File: config.mk
export PLATFORM = sky130hd
export DESIGN_NAME = fp_simd_issuer
export DESIGN_NICKNAME = d
export VERILOG_FILES = /design/src/rtl/fp_simd_issuer_pkg.sv /design/src/rtl/fp_simd_issuer.sv
export SDC_FILE = /design/constraint.sdc
export NUM_CORES = 1
export LEC_CHECK = 0
export BUFFER_PORTS_ARGS = -buffer_cell sky130_fd_sc_hd__buf_2
export CORE_AREA = 2 2 211 213
export CTS_CLUSTER_SIZE = 10
export DETAILED_ROUTE_END_ITERATION = 7
export DIE_AREA = 0 0 213 215
export PLACE_DENSITY = 0.46
export SLEW_MARGIN = 20
export SYNTH_ARGS = -nofsm -noshare
export SYNTH_HDL_FRONTEND = slang
export SYNTH_SLANG_ARGS = --single-unit
File: constraint.sdc
create_clock -name clk -period 10.6 [get_ports clk]
set_clock_uncertainty 0.2 [all_clocks]
set_input_delay 1.06 -clock clk [delete_from_list [all_inputs] [get_ports clk]]
set_output_delay 1.06 -clock clk [all_outputs]
set_load 0.05 [all_outputs]
File: src/rtl/fp_simd_issuer_pkg.sv
// Shared 22-bit FP format (1 sign, 7 exponent, 14 mantissa, bias 63) and FP_SIMD opcodes.
package fp_simd_issuer_pkg;
    localparam int REN_FP_W  = 22;
    localparam int FP_EXP_W  = 7;
    localparam int FP_MANT_W = 14;
    localparam int FP_BIAS   = 63;

    localparam logic [2:0] op_add        = 3'd0;
    localparam logic [2:0] op_sub        = 3'd1;
    localparam logic [2:0] op_mul        = 3'd2;
    localparam logic [2:0] op_reduce_add = 3'd3;

    localparam logic [REN_FP_W-1:0] fpHALF      = {1'b0, 7'd62, 14'd0};
    localparam logic [REN_FP_W-1:0] fpONE       = {1'b0, 7'd63, 14'd0};
    localparam logic [REN_FP_W-1:0] fpONEHALF   = {1'b0, 7'd63, 14'd8192};
    localparam logic [REN_FP_W-1:0] fpTWO       = {1'b0, 7'd64, 14'd0};
    localparam logic [REN_FP_W-1:0] fpTWOHALF   = {1'b0, 7'd64, 14'd4096};
    localparam logic [REN_FP_W-1:0] fpTHREE     = {1'b0, 7'd64, 14'd8192};
    localparam logic [REN_FP_W-1:0] fpTHREEHALF = {1'b0, 7'd64, 14'd12288};
    localparam logic [REN_FP_W-1:0] fpFOUR      = {1'b0, 7'd65, 14'd0};
endpackage

File: src/rtl/fp_simd_issuer.sv
// Closed-loop command issuer for FP_SIMD: one operation in flight, valid/ready on both sides,
// stale-valid rejection via an armed flag and a cycle timeout that returns an error response.
module fp_simd_issuer
    import fp_simd_issuer_pkg::*;
#(
    parameter int SIMD_WIDTH = 4,
    parameter int FP_W       = REN_FP_W,
    parameter int TIMEOUT    = 64
) (
    input  logic                       clk,
    input  logic                       rst,
    input  logic                       i_cmd_valid,
    output logic                       o_cmd_ready,
    input  logic [2:0]                 i_cmd_opcode,
    input  logic [SIMD_WIDTH*FP_W-1:0] i_cmd_a,
    input  logic [SIMD_WIDTH*FP_W-1:0] i_cmd_b,
    output logic                       o_simd_en,
    output logic [2:0]                 o_simd_opcode,
    output logic [SIMD_WIDTH*FP_W-1:0] o_simd_in1,
    output logic [SIMD_WIDTH*FP_W-1:0] o_simd_in2,
    input  logic [SIMD_WIDTH*FP_W-1:0] i_simd_output,
    input  logic                       i_simd_valid,
    input  logic                       i_simd_busy,
    output logic                       o_rsp_valid,
    input  logic                       i_rsp_ready,
    output logic [SIMD_WIDTH*FP_W-1:0] o_rsp_data,
    output logic                       o_rsp_err
);
    localparam int VW    = SIMD_WIDTH * FP_W;
    localparam int CNT_W = (TIMEOUT > 2) ? $clog2(TIMEOUT) : 1;
    localparam logic [CNT_W-1:0] CNT_LAST = CNT_W'(TIMEOUT - 1);

    typedef enum logic [1:0] {IDLE, ISSUE, WAIT, RESP} state_t;

    state_t           state_reg, state_next;
    logic [2:0]       opcode_reg, opcode_next;
    logic [VW-1:0]    a_reg, a_next;
    logic [VW-1:0]    b_reg, b_next;
    logic [VW-1:0]    data_reg, data_next;
    logic             err_reg, err_next;
    logic [CNT_W-1:0] cnt_reg, cnt_next;
    logic             armed_reg, armed_next;

    always_ff @(posedge clk or posedge rst) begin
        if (rst) begin
            state_reg  <= IDLE;
            opcode_reg <= '0;
            a_reg      <= '0;
            b_reg      <= '0;
            data_reg   <= '0;
            err_reg    <= 1'b0;
            cnt_reg    <= '0;
            armed_reg  <= 1'b0;
        end else begin
            state_reg  <= state_next;
            opcode_reg <= opcode_next;
            a_reg      <= a_next;
            b_reg      <= b_next;
            data_reg   <= data_next;
            err_reg    <= err_next;
            cnt_reg    <= cnt_next;
            armed_reg  <= armed_next;
        end
    end

    always_comb begin
        state_next  = state_reg;
        opcode_next = opcode_reg;
        a_next      = a_reg;
        b_next      = b_reg;
        data_next   = data_reg;
        err_next    = err_reg;
        cnt_next    = cnt_reg;
        armed_next  = armed_reg;
        case (state_reg)
            IDLE: begin
                if (i_cmd_valid) begin
                    opcode_next = i_cmd_opcode;
                    a_next      = i_cmd_a;
                    b_next      = i_cmd_b;
                    state_next  = ISSUE;
                end
            end
            ISSUE: begin
                cnt_next   = '0;
                armed_next = 1'b0;
                state_next = WAIT;
            end
            WAIT: begin
                // A valid seen before busy/idle-valid proves the unit restarted is a leftover.
                armed_next = armed_reg | i_simd_busy | ~i_simd_valid;
                if (armed_reg && i_simd_valid) begin
                    data_next  = i_simd_output;
                    err_next   = 1'b0;
                    state_next = RESP;
                end else if (cnt_reg == CNT_LAST) begin
                    data_next  = '0;
                    err_next   = 1'b1;
                    state_next = RESP;
                end else begin
                    cnt_next = cnt_reg + 1'b1;
                end
            end
            RESP: begin
                if (i_rsp_ready) state_next = IDLE;
            end
            default: state_next = IDLE;
        endcase
    end

    // Outputs decode straight from the state register so reset removes them immediately.
    assign o_cmd_ready   = (state_reg == IDLE);
    assign o_simd_en     = (state_reg == ISSUE) || (state_reg == WAIT);
    assign o_rsp_valid   = (state_reg == RESP);
    assign o_simd_opcode = opcode_reg;
    assign o_simd_in1    = a_reg;
    assign o_simd_in2    = b_reg;
    assign o_rsp_data    = data_reg;
    assign o_rsp_err     = err_reg;
endmodule

==> run metrics <==
status completed; Die X about 210 um; largest net degree at the start of global routing 152; static leakage roughly 7 nW; Setup Crit Path Kind reg2reg; Max Cap Viol 0; Gate Count Post-Synth 749; yosys warns 0; DRT Wirelength ~34 mm; family with the most delay on the worst path buffers and inverters; IR Drop Worst-Case VDD 0.2035 mV; Core Region 43640 um^2; max incr delay on CP 530 ps; Setup TNS 0 ps; RSZ-0062 raised after global routing no; multi-input gate area in the final layout between 3000 and 4000 um^2; Die ar. 45800 um^2; relative slew slack roughly 33%; initial DRC count 311; Reg area slightly below 7000 um^2; Routed Antenna Nets 0; worst endpoint required time approximately 11000 ps; HPWL after DPL 24.28 mm; CP startpoint kind flip-flop; PortBufs 543; dominant cells by area after synthesis dfrtp_1, mux2_2, a21bo_2; Yosys cell types 37; Synth Cell Area around 11000 um^2; filler instances ~4.4k; DRC Markers 0; Crit Path Max Fanout 75; Worst EP arrival 3230 ps; vias in the first global route 8412; Final Wtd Congestion 0.7986; ratio of cells with drive above 1 in the final layout 65.72%; routed vias 8327; R2R Setup Slk between 7000 and 8000 ps; Max Slew Vio Count 0; io pins 544; Hold Vio Cnt, Final 0; CTS tree done; Die H around 220 um; Tcrit/Tclk final 28.43%; Worst Tran Pin Value 1006 ps; clock sinks between 200 and 300; Detailed Routing Iterations Pass 1 4; Cell Chain, Critical Path inv_1 -> ha_1 -> clkinv_2 -> buf_4 -> a22oi_1 -> a21bo_2; Clock Latency Late Sink 520 ps; post-CTS setup repair buffer count 0; most common cell after layout, fill and taps aside buf_2; H-tree depth 2; min Tclk post-route 3013 ps; hold_buf cts 0; GRT Residual Overflow 0; wire per inst 18.22 um; initial core utilization 25.63%; vias per cell 4.399; commonest non-fill, non-tap cells in the layout buf_2, dfrtp_1, mux2_2; GRT Util Overall approximately 15%; Root Buffer Master clkbuf_16; first-pass GRT wire length between 50 and 60 mm; CP max-delay cell ha_1; Seq cells post-synth 277; total CTS buffers 35; P per Cell Area 404.5 nW/um^2; Avg Cell Area, Syn ~15 um^2; RR Endpoint o_rsp_data[29]; post-cts sizing count 0; Nets 1560; RR Startpoint state_reg[0]; Hold Slack 296.0 ps; Yosys top cell area share 61.98%; Layout area overhead 38.73%; initial antenna violation count 5; CP bufs+invs 3; Critical Path Stages 6; Worst setup EP type flip-flop; Setup crit end o_rsp_data[29]; f_max 331.9 MHz; Hold Crit Class reg2reg; clock transition at the registers of the reported paths around 60 ps; Clock Path Buffers 3; biggest area consumer among synthesized cells dfrtp_1; Reg2Reg Depth 6; total power about 0.0063 W; sequential fraction of the synthesis area roughly three fifths; Rows 77; crit path from state_reg[0]; final-report setup violation count 0; syn_nets 1028
==> final cells by class <==
type,count,share of cell area [%]
Inverter,6,0.2016
Clock buffer,50,6.274
Antenna cell,3,0.04838
Sequential cell,277,44.67
Multi-Input combinational cell,413,25.72
Timing Repair Buffer,548,17.92
Tap cell,592,4.774
Clock inverter,4,0.3871
==> metal layers <==
| metal | wire length (um) | up-vias | track usage [%] | part of all wire, % |
|---|---|---|---|---|
| met5 | 30 | - | 0 | 0.087 |
| met4 | 825 | 4 | 5.082 | 2.4 |
| met1 | 13750 | 4140 | 17.43 | 40 |
| met2 | 17120 | 311 | 24.79 | 50 |
| met3 | 2762 | 51 | 4.413 | 8.0 |
| li1 | - | 3821 | - | - |
==> power breakdown <==
part / internal (W) / switching, W / total, W / leakage (nW)
clock: 0.000658 / 0.000450 / 0.00111 / 0.502
sequential: 0.00153 / 0.000259 / 0.00179 / 3.05
combinational: 0.00100 / 0.00237 / 0.00338 / 3.56
total: 0.00319 / 0.00308 / 0.00628 / 7.12
==> worst min-delay path by stage <==
stage | start | end | slack [ps] | depth (start not counted)
global route | o_simd_opcode[1] | o_simd_opcode[1] | 310 | 1
CTS | o_simd_opcode[2] | o_simd_opcode[2] | 300 | 1
detailed placement | o_rsp_data[2] | o_rsp_data[2] | 290 | 1
global placement | o_rsp_err | o_rsp_err | 280 | 2
finish | o_simd_in1[45] | o_simd_in1[45] | 300 | 1
floorplan | armed_reg | armed_reg | 320 | 2
==> worst reg2reg max path, cell delays in order (launching register included) <==
cell and delay (ps):
dfrtp_1 400, inv_1 150, ha_1 530, clkinv_2 510, buf_4 520, a22oi_1 370, a21bo_2 240
==> through the flow <==
stage               setup WS [ps]  std cells  util, %  cell area [um^2]
floorplan                    1703        749        -             11180
global placement             7313       1836    33.17             14480
detailed placement           7319       1836    33.17             14480
CTS                          7584       1890    35.54             15510
global route                 7356       1893    35.55             15520
finish                       7587       1893    35.55             15520
==> cell usage after synthesis (all sizes together) <==
cell type    n
nor4b        1
a21bo       88
inv          6
o21ai        1
mux2       179
and4         1
o21a         1
a311oi       2
nand4        2
o211ai       1
o2bb2ai      1
nand2        5
a22oi       88
a41oi        2
clkbuf      19
buf         34
a211o        1
nor3b        1
a2111o       2
ha           6
nor2b        2
nor2         2
and2         1
a21oi       10
a31oi        2
and3         5
nor4         1
nand3        1
dfrtp      277
a211oi       5
or3b         1
nand2b       1
==> cells by family after synthesis <==
logic type	share of synthesized area [%]
AND/OR/NAND/NOR	1.253
AO/OA/AOI/OAI	15.63
adder cells (fa/ha/maj)	0.6712
multiplexers	18.02
buffers and inverters	2.450
flip-flops	61.98
No activity file was read; power rests on OpenSTA's default activity.
